[config.mk]
export PLATFORM = sky130hd
export DESIGN_NAME = serial_subtractor_flat
export DESIGN_NICKNAME = d
export VERILOG_FILES = /design/src/rtl/serial_subtractor_pkg.sv /design/src/rtl/serial_subtractor_if.sv /design/src/rtl/serial_subtractor_shift_reg.sv /design/src/rtl/serial_subtractor.sv /design/src/flat_wrapper.sv
export SDC_FILE = /design/constraint.sdc
export NUM_CORES = 1
export LEC_CHECK = 0
export BUFFER_PORTS_ARGS = -buffer_cell sky130_fd_sc_hd__buf_2
export CORE_MARGIN = 2
export CORE_UTILIZATION = 51
export CTS_BUF_LIST = sky130_fd_sc_hd__clkbuf_8
export CTS_CLUSTER_DIAMETER = 30
export DETAILED_ROUTE_END_ITERATION = 10
export PLACE_DENSITY_LB_ADDON = 0.2
export REMOVE_ABC_BUFFERS = 1
export SYNTH_ARGS = -nofsm -noshare
export SYNTH_HDL_FRONTEND = slang
export SYNTH_SLANG_ARGS = --single-unit
[constraint.sdc]
create_clock -name Clock -period 1.25 [get_ports Clock]
set_clock_uncertainty 0.15 [all_clocks]
set_input_delay 0 -clock Clock [delete_from_list [all_inputs] [get_ports Clock]]
set_output_delay 0 -clock Clock [all_outputs]
set_load 0.02 [all_outputs]
[src/rtl/serial_subtractor_pkg.sv]
// Shared encodings for the bit-serial subtractor.
// FSM states, borrow states and default operand width.
package serial_subtractor_pkg;

  localparam int DEF_N = 8;

  typedef enum logic [1:0] {
    IDLE = 2'd0,
    RUN  = 2'd1,
    DONE = 2'd2
  } state_e;

  typedef enum logic {
    NB = 1'b0,
    BR = 1'b1
  } brw_e;

endpackage

[src/rtl/serial_subtractor_if.sv]
// Start/Busy/Done handshake and data bus of the serial subtractor.
// master: controller side; slave: subtractor side.
interface serial_subtractor_if #(
  parameter int N = serial_subtractor_pkg::DEF_N
);
  logic         Start;
  logic [N-1:0] A;
  logic [N-1:0] B;
  logic [N-1:0] Diff;
  logic         BorrowOut;
  logic         Busy;
  logic         Done;

  modport master (
    output Start, A, B,
    input  Diff, BorrowOut, Busy, Done
  );

  modport slave (
    input  Start, A, B,
    output Diff, BorrowOut, Busy, Done
  );
endinterface

[src/rtl/serial_subtractor_shift_reg.sv]
// W-bit register: parallel load, right shift, serial-in at MSB.
// Ports: clk, rst_n, load/load_val, shift/sin, q.
module serial_shift_reg #(
  parameter int W = 8
) (
  input  logic         clk,
  input  logic         rst_n,
  input  logic         load,
  input  logic [W-1:0] load_val,
  input  logic         shift,
  input  logic         sin,
  output logic [W-1:0] q
);

  logic [W-1:0] q_q;
  logic [W-1:0] q_d;

  always_comb begin
    q_d = q_q;
    if (load)
      q_d = load_val;
    else if (shift)
      q_d = {sin, q_q[W-1:1]};
  end

  always_ff @(posedge clk or negedge rst_n) begin
    if (!rst_n) q_q <= '0;
    else        q_q <= q_d;
  end

  assign q = q_q;

endmodule

[src/rtl/serial_subtractor.sv]
// Bit-serial A - B (mod 2^N), LSB first, with final borrow.
// Ports: Clock, Reset (async, active-low), bus (slave modport).
module serial_subtractor
  import serial_subtractor_pkg::*;
#(
  parameter int N = DEF_N
) (
  input logic Clock,
  input logic Reset,
  serial_subtractor_if.slave bus
);

  localparam int CW = $clog2(N + 1);
  localparam logic [CW-1:0] CNT_N   = CW'(N);
  localparam logic [CW-1:0] CNT_ONE = CW'(1);

  state_e        state_q, state_d;
  brw_e          br_q, br_d;
  logic [CW-1:0] cnt_q, cnt_d;
  logic          busy_q, busy_d;
  logic          done_q, done_d;
  logic          bout_q, bout_d;

  logic [N-1:0] a_w, b_w, diff_w;
  logic         accept, run;
  logic         a0, b0, br;
  logic         d_bit, br_nxt;

  assign run    = (state_q == RUN);
  assign accept = bus.Start & ~run;

  assign a0     = a_w[0];
  assign b0     = b_w[0];
  assign br     = (br_q == BR);
  assign d_bit  = a0 ^ b0 ^ br;
  assign br_nxt = (~a0 & b0) | (~(a0 ^ b0) & br);

  serial_shift_reg #(.W(N)) u_a (
    .clk(Clock), .rst_n(Reset),
    .load(accept), .load_val(bus.A),
    .shift(run), .sin(1'b0), .q(a_w)
  );

  serial_shift_reg #(.W(N)) u_b (
    .clk(Clock), .rst_n(Reset),
    .load(accept), .load_val(bus.B),
    .shift(run), .sin(1'b0), .q(b_w)
  );

  // Result enters at the MSB so bit 0 ends up as the first bit computed.
  serial_shift_reg #(.W(N)) u_diff (
    .clk(Clock), .rst_n(Reset),
    .load(accept), .load_val('0),
    .shift(run), .sin(d_bit), .q(diff_w)
  );

  always_comb begin
    state_d = state_q;
    br_d    = br_q;
    cnt_d   = cnt_q;
    busy_d  = busy_q;
    done_d  = 1'b0;
    bout_d  = bout_q;
    unique case (state_q)
      IDLE, DONE: begin
        if (bus.Start) begin
          state_d = RUN;
          br_d    = NB;
          cnt_d   = CNT_N;
          busy_d  = 1'b1;
          bout_d  = 1'b0;
        end else begin
          state_d = IDLE;
          busy_d  = 1'b0;
        end
      end
      RUN: begin
        cnt_d = cnt_q - CNT_ONE;
        br_d  = br_nxt ? BR : NB;
        if (cnt_q == CNT_ONE) begin
          state_d = DONE;
          busy_d  = 1'b0;
          done_d  = 1'b1;
          bout_d  = br_nxt;
        end
      end
      default: begin
        state_d = IDLE;
        busy_d  = 1'b0;
      end
    endcase
  end

  always_ff @(posedge Clock or negedge Reset) begin
    if (!Reset) begin
      state_q <= IDLE;
      br_q    <= NB;
      cnt_q   <= '0;
      busy_q  <= 1'b0;
      done_q  <= 1'b0;
      bout_q  <= 1'b0;
    end else begin
      state_q <= state_d;
      br_q    <= br_d;
      cnt_q   <= cnt_d;
      busy_q  <= busy_d;
      done_q  <= done_d;
      bout_q  <= bout_d;
    end
  end

  assign bus.Diff      = diff_w;
  assign bus.BorrowOut = bout_q;
  assign bus.Busy      = busy_q;
  assign bus.Done      = done_q;

endmodule

[src/flat_wrapper.sv]
// flat-port wrapper written by rule: the top's interface ports become plain ports
module serial_subtractor_flat import serial_subtractor_pkg::*;
#(
  parameter int N = DEF_N
)
  (Clock, Reset, bus_Start, bus_A, bus_B, bus_Diff, bus_BorrowOut, bus_Busy, bus_Done);
  serial_subtractor_if #(.N(N)) bus_i ();
  input logic Clock;
  input logic Reset;
  input wire logic [$bits(bus_i.Start)-1:0] bus_Start;
  input wire logic [$bits(bus_i.A)-1:0] bus_A;
  input wire logic [$bits(bus_i.B)-1:0] bus_B;
  output wire logic [$bits(bus_i.Diff)-1:0] bus_Diff;
  output wire logic [$bits(bus_i.BorrowOut)-1:0] bus_BorrowOut;
  output wire logic [$bits(bus_i.Busy)-1:0] bus_Busy;
  output wire logic [$bits(bus_i.Done)-1:0] bus_Done;
  assign bus_i.Start = bus_Start;
  assign bus_i.A = bus_A;
  assign bus_i.B = bus_B;
  assign bus_Diff = bus_i.Diff;
  assign bus_BorrowOut = bus_i.BorrowOut;
  assign bus_Busy = bus_i.Busy;
  assign bus_Done = bus_i.Done;
  serial_subtractor #(.N(N)) u_core (.Clock(Clock), .Reset(Reset), .bus(bus_i));
endmodule
## Word level (Yosys, flattened, before mapping)

Index checks and enable logic that the tools add are counted.
W data, S select, Z words.

- Register bits: 34
- Bits of input ports: 19
- Output and inout port bits: 11

- Add/sub/neg operators: 1
- Eq/ne operators: 5
- Multiplexer cells: 21
- Bitwise gates (word level): 9
- Reduce and logical (&&, ||, !) cells: 6

Operators with widths:

| kind | number |
|---|---|
| $mux W8 | 6 |
| $mux W1 | 8 |
| $pmux W4 S2 | 1 |
| $pmux W1 S2 | 3 |
| $eq A4 B1 Y1 const B | 1 |
| $mux W4 | 1 |
| $ne A2 B2 Y1 const B | 2 |
| $pmux W2 S2 | 1 |
| $reduce_bool A2 Y1 | 2 |
| $sub A4 B1 Y4 const B | 1 |
| $and A1 B1 Y1 | 3 |
| $not A1 Y1 | 3 |
| $reduce_and A3 Y1 | 1 |
| $eq A2 B1 Y1 const B | 1 |
| $eq A2 B2 Y1 const B | 1 |
| $logic_not A2 Y1 | 1 |
| $mux W2 | 1 |
| $reduce_and A2 Y1 | 1 |
| $reduce_or A2 Y1 | 1 |
| $xor A1 B1 Y1 | 2 |
| $or A1 B1 Y1 | 1 |

## Depth between registers and ports, before layout

- Word-level depth: 6
- Gate-level depth with buffers: 5
- Gate-level depth less buffers: 5

## Modules after synthesis

Synthesis repeated with hierarchy kept, for this count alone.

- Cell total of the unflattened synthesis: 145
- Area total of the unflattened synthesis: 1,606.5 µm²

By module, submodules not included:

| module | times used | cells an instance | area each (µm²) |
|---|---|---|---|
| serial_shift_reg | 3 | 34 | 372.9 |
| serial_subtractor | 1 | 43 | 488.0 |

## Worst setup path before layout

No wires, ideal clock.

- Path kind: register to register
- Start point: register u_core.cnt_q[1]
- End point: register u_core.bout_q (netlist: u_core.bus.BorrowOut)
- Setup time: 0.079 ns
- Arrival: 1.085 ns
- Data required time: 1.021 ns
- Setup slack: -0.065 ns
- Stages on the path, launching flop included: 6
- Buffers on the path: 0
- Period minus slack after synthesis: 1.315 ns
- Path through: dfrtp_1 inv_1 ha_1 nor3b_2 and2_4 mux2i_1

- Word-level cells in the longest chain between the ends: 3

RTL lines:

| element | line | RTL |
|---|---|---|
| start, declared | serial_subtractor.sv:19 | `logic [CW-1:0] cnt_q, cnt_d;` |
| start signal, assigned | serial_subtractor.sv:105 | `cnt_q <= cnt_d;` |
| $eq A4 B1 Y1 | serial_subtractor.sv:80 | `if (cnt_q == CNT_ONE) begin` |
| $ne A2 B2 Y1 (no line) | - |  |
| $reduce_and A3 Y1 (no line) | - |  |
| end signal, assigned | serial_subtractor.sv:108 | `bout_q <= bout_d;` |
| end, declared | serial_subtractor.sv:22 | `logic bout_q, bout_d;` |

No other way between the ends.
A chain may end at the register's enable or synchronous reset.

## Worst setup path in the final report

Same ends and word-level chain as after synthesis.

==> results.yml <==
logic_synthesis:
  yosysMostFrequentCell: "dfrtp_1"
  ys_ff_latch: 34
  synth_top_cell_by_area: "dfrtp_1"
  synth_area_leaders: "dfrtp_1, mux2i_1, nand2_1"
  synth_enable_flop_cells: 0
  yosys.area.top_type_share_pct: 54.66
  synth-seq-area-share_pct: 54.66
  syn_area_per_cell_sq_um: 10.88
  synthCells: 143
  yosys_warnings: 0
  synthArstFlopShare_pct: 100.0
  synth_cell_types: 26
  netlist_area_sq_um: 1556
  ys_top_cells_by_count: "dfrtp_1, nand2_1, mux2i_1, o21ai_0, nand3b_1"
  synthFlopType: "dfrtp_1"
drt:
  remaining_drc_errors: 0
  vias: 1175
  drt-initial-drc-count: 40
  vias_per_cell: 5.000
  firstDrtPassIters: 4
  routedWlPerCell_microns: 13.08
  postRouteWirelength_mm: 3.073
  antenna_left: 0
timing:
  worst_pin_slew_ps: 423.9
  slew_violations: 0
  period_needed_ps: 1340
  layout_setup_ws_ps: -89.85
  hold_violations: 0
  finalSetupViolCount: 12
  post-route-period-util_pct: 107.2
  holdWs_ps: 127.0
  grt_setup_unrepaired: "yes"
  max_freq_ghz: 0.7464
  max_slew_margin_pct: 71.74
placement:
  place_congestion: 0.7827
  dpl_cell_area_sq_um: 1768
  dp_hpwl_mm: 1.921
  port_buffers: 29
final_layout:
  stdcell_area_sq_um: 2125
  layout.nets: 225
  area_delta_synth_final_pct: 36.50
  drive_above_1_share_pct: 33.17
  nFillCells: 225
  antenna_cells: 0
grt:
  grt_max_degree: 35
  grt_first_pass_wirelength_mm: 5.292
  grt_usage_pct: 20.54
  antenna_found_initial: 0
  grt_overflow: 0
  grt_pass1_vias: 1164
clock_network:
  clock_latency_ps: 280
  cts_inserted_buffers: 5
  clock-sinks: 34
  cts.htree.levels: 2
  cts_buffer_depth: 2
  tritoncts: "yes"
  clk_pin_slew_ps: 60
  clk_root_buffer_cell: "clkbuf_8"
setup_path:
  start_kind: "flip-flop"
  crit_arrival_ps: 1400
  crit_type: "flip-flop to flip-flop"
  cp-startpoint: "u_core.cnt_q[1]$_DFFE_PN0P_"
  crit_fanout: 2
  crit_required_ps: 1310
  critPathCaptureType: "flip-flop"
  worstReg2RegStart: "u_core.cnt_q[1]$_DFFE_PN0P_"
status:
  violations: "negative setup slack"
  status: "finished, violations left"
die:
  die_area_sq_um: 3510
  num_io_pins: 30
  rows: 20
  die_w_microns: 59.25
  start_util_pct: 52.27
  coreArea_sq_um: 2978
  die_h_microns: 59.25
min_path:
  hold_path.class: "primary input to asynchronous set/reset pin"
pwr:
  ir_drop_v: 0.001283
  p_per_area_nw_per_um2: 2227
  p_leak_nw: 1.075
job:
  cap_violations: 0
## through the flow
step                cells  setup TNS [ps]  worst slack (ps)  power [W]  util, %
detailed placement    208          -273.3            -99.94   0.003583    59.37
floorplan             134           -2596            -279.5   0.002850        -
global route          235           -1406            -152.9   0.005086    71.34
finish                235          -332.5            -89.85   0.004732    71.34
CTS                   236          -357.8            -95.95   0.004635    70.42
global placement      208          -27.26            -27.26   0.003495    59.37
## registers in the layout, summed over array words and instances, names as in the netlist
register and cells:
u_core.br 1, u_core.bus.BorrowOut 1, u_core.bus.Busy 1, u_core.bus.Done 1, u_core.cnt_q 4, u_core.state_q 2, u_core.u_a.q 8, u_core.u_b.q 8
u_core.u_diff.q 8
## final timing paths
check | endpoint | slack, ps | cells after the start
worst max-delay path | u_core.bus.BorrowOut$_DFFE_PN0P_ | -90 | 5
worst min-delay path | u_core.cnt_q[0]$_DFFE_PN0P_ | 130 | 3
worst max register to register | u_core.bus.BorrowOut$_DFFE_PN0P_ | -90 | 5
worst min register to register | u_core.u_b.q[3]$_DFFE_PN0P_ | 330 | 2
max in group asynchronous | u_core.state_q[0]$_DFFE_PN0P_ | 500 | 3
min in group Clock | u_core.u_b.q[3]$_DFFE_PN0P_ | 330 | 2
## worst max-delay path, cell delays in order (launching register included)
cell and delay (ps):
dfrtp_1 390, inv_2 80, ha_4 120, nor3b_4 190
and2_4 170, mux2i_1 170
## what timing repair did
item,CTS,global route
endpoints found under the setup margin,13,31
resized for setup,10,11
hold buffers,18,0
hold endpoints to repair,55,0
buffers inserted,4,0
pin swaps,1,2
## where the power goes
part,switching (W),internal (W),leakage (nW),total (W)
clock network,0.000358,0.000424,0.0431,0.000782
logic,0.00109,0.000957,0.597,0.00205
registers,0.000333,0.00157,0.435,0.00190
total,0.00178,0.00295,1.08,0.00473
## kinds of logic after synthesis
group	after synthesis	share of synthesized area (%)
multiplexers	18	11.58
flip-flops	34	54.66
adder cells (fa/ha/maj)	3	2.894
buffers and inverters	14	6.190
AO/OA/AOI/OAI	21	7.637
AND/OR/NAND/NOR	53	17.04
## final cells by class
| cell class | count | area, sq um | share of cell area [%] |
|---|---|---|---|
| Timing Repair Buffer | 62 | 450.4 | 21.20 |
| Clock buffer | 6 | 82.58 | 3.887 |
| Tap cell | 33 | 41.29 | 1.943 |
| Inverter | 5 | 18.77 | 0.8834 |
| Sequential cell | 34 | 852.1 | 40.11 |
| Multi-Input combinational cell | 95 | 679.4 | 31.98 |
## layout by cell type (no fill, tap or decap), types with 2 or more instances in the layout
master and instances:
dfrtp_1 33, nand2_1 32, buf_2 29, mux2i_1 18, dlygate4sd3_1 18, buf_4 14, o21ai_0 11, nand3b_1 8
clkbuf_8 6, inv_2 4, o21ai_1 4, nor2_1 3, ha_4 2
## metal layers
layer | up-vias | track usage, % | routed length, microns
li1 | 595 | - | -
met1 | 549 | 26.87 | 1428
met2 | 26 | 31.87 | 1489
met3 | 5 | 4.803 | 105
met4 | 0 | 10.39 | 49
met5 | - | 0 | 0
Power figures use the tool's default switching activity.
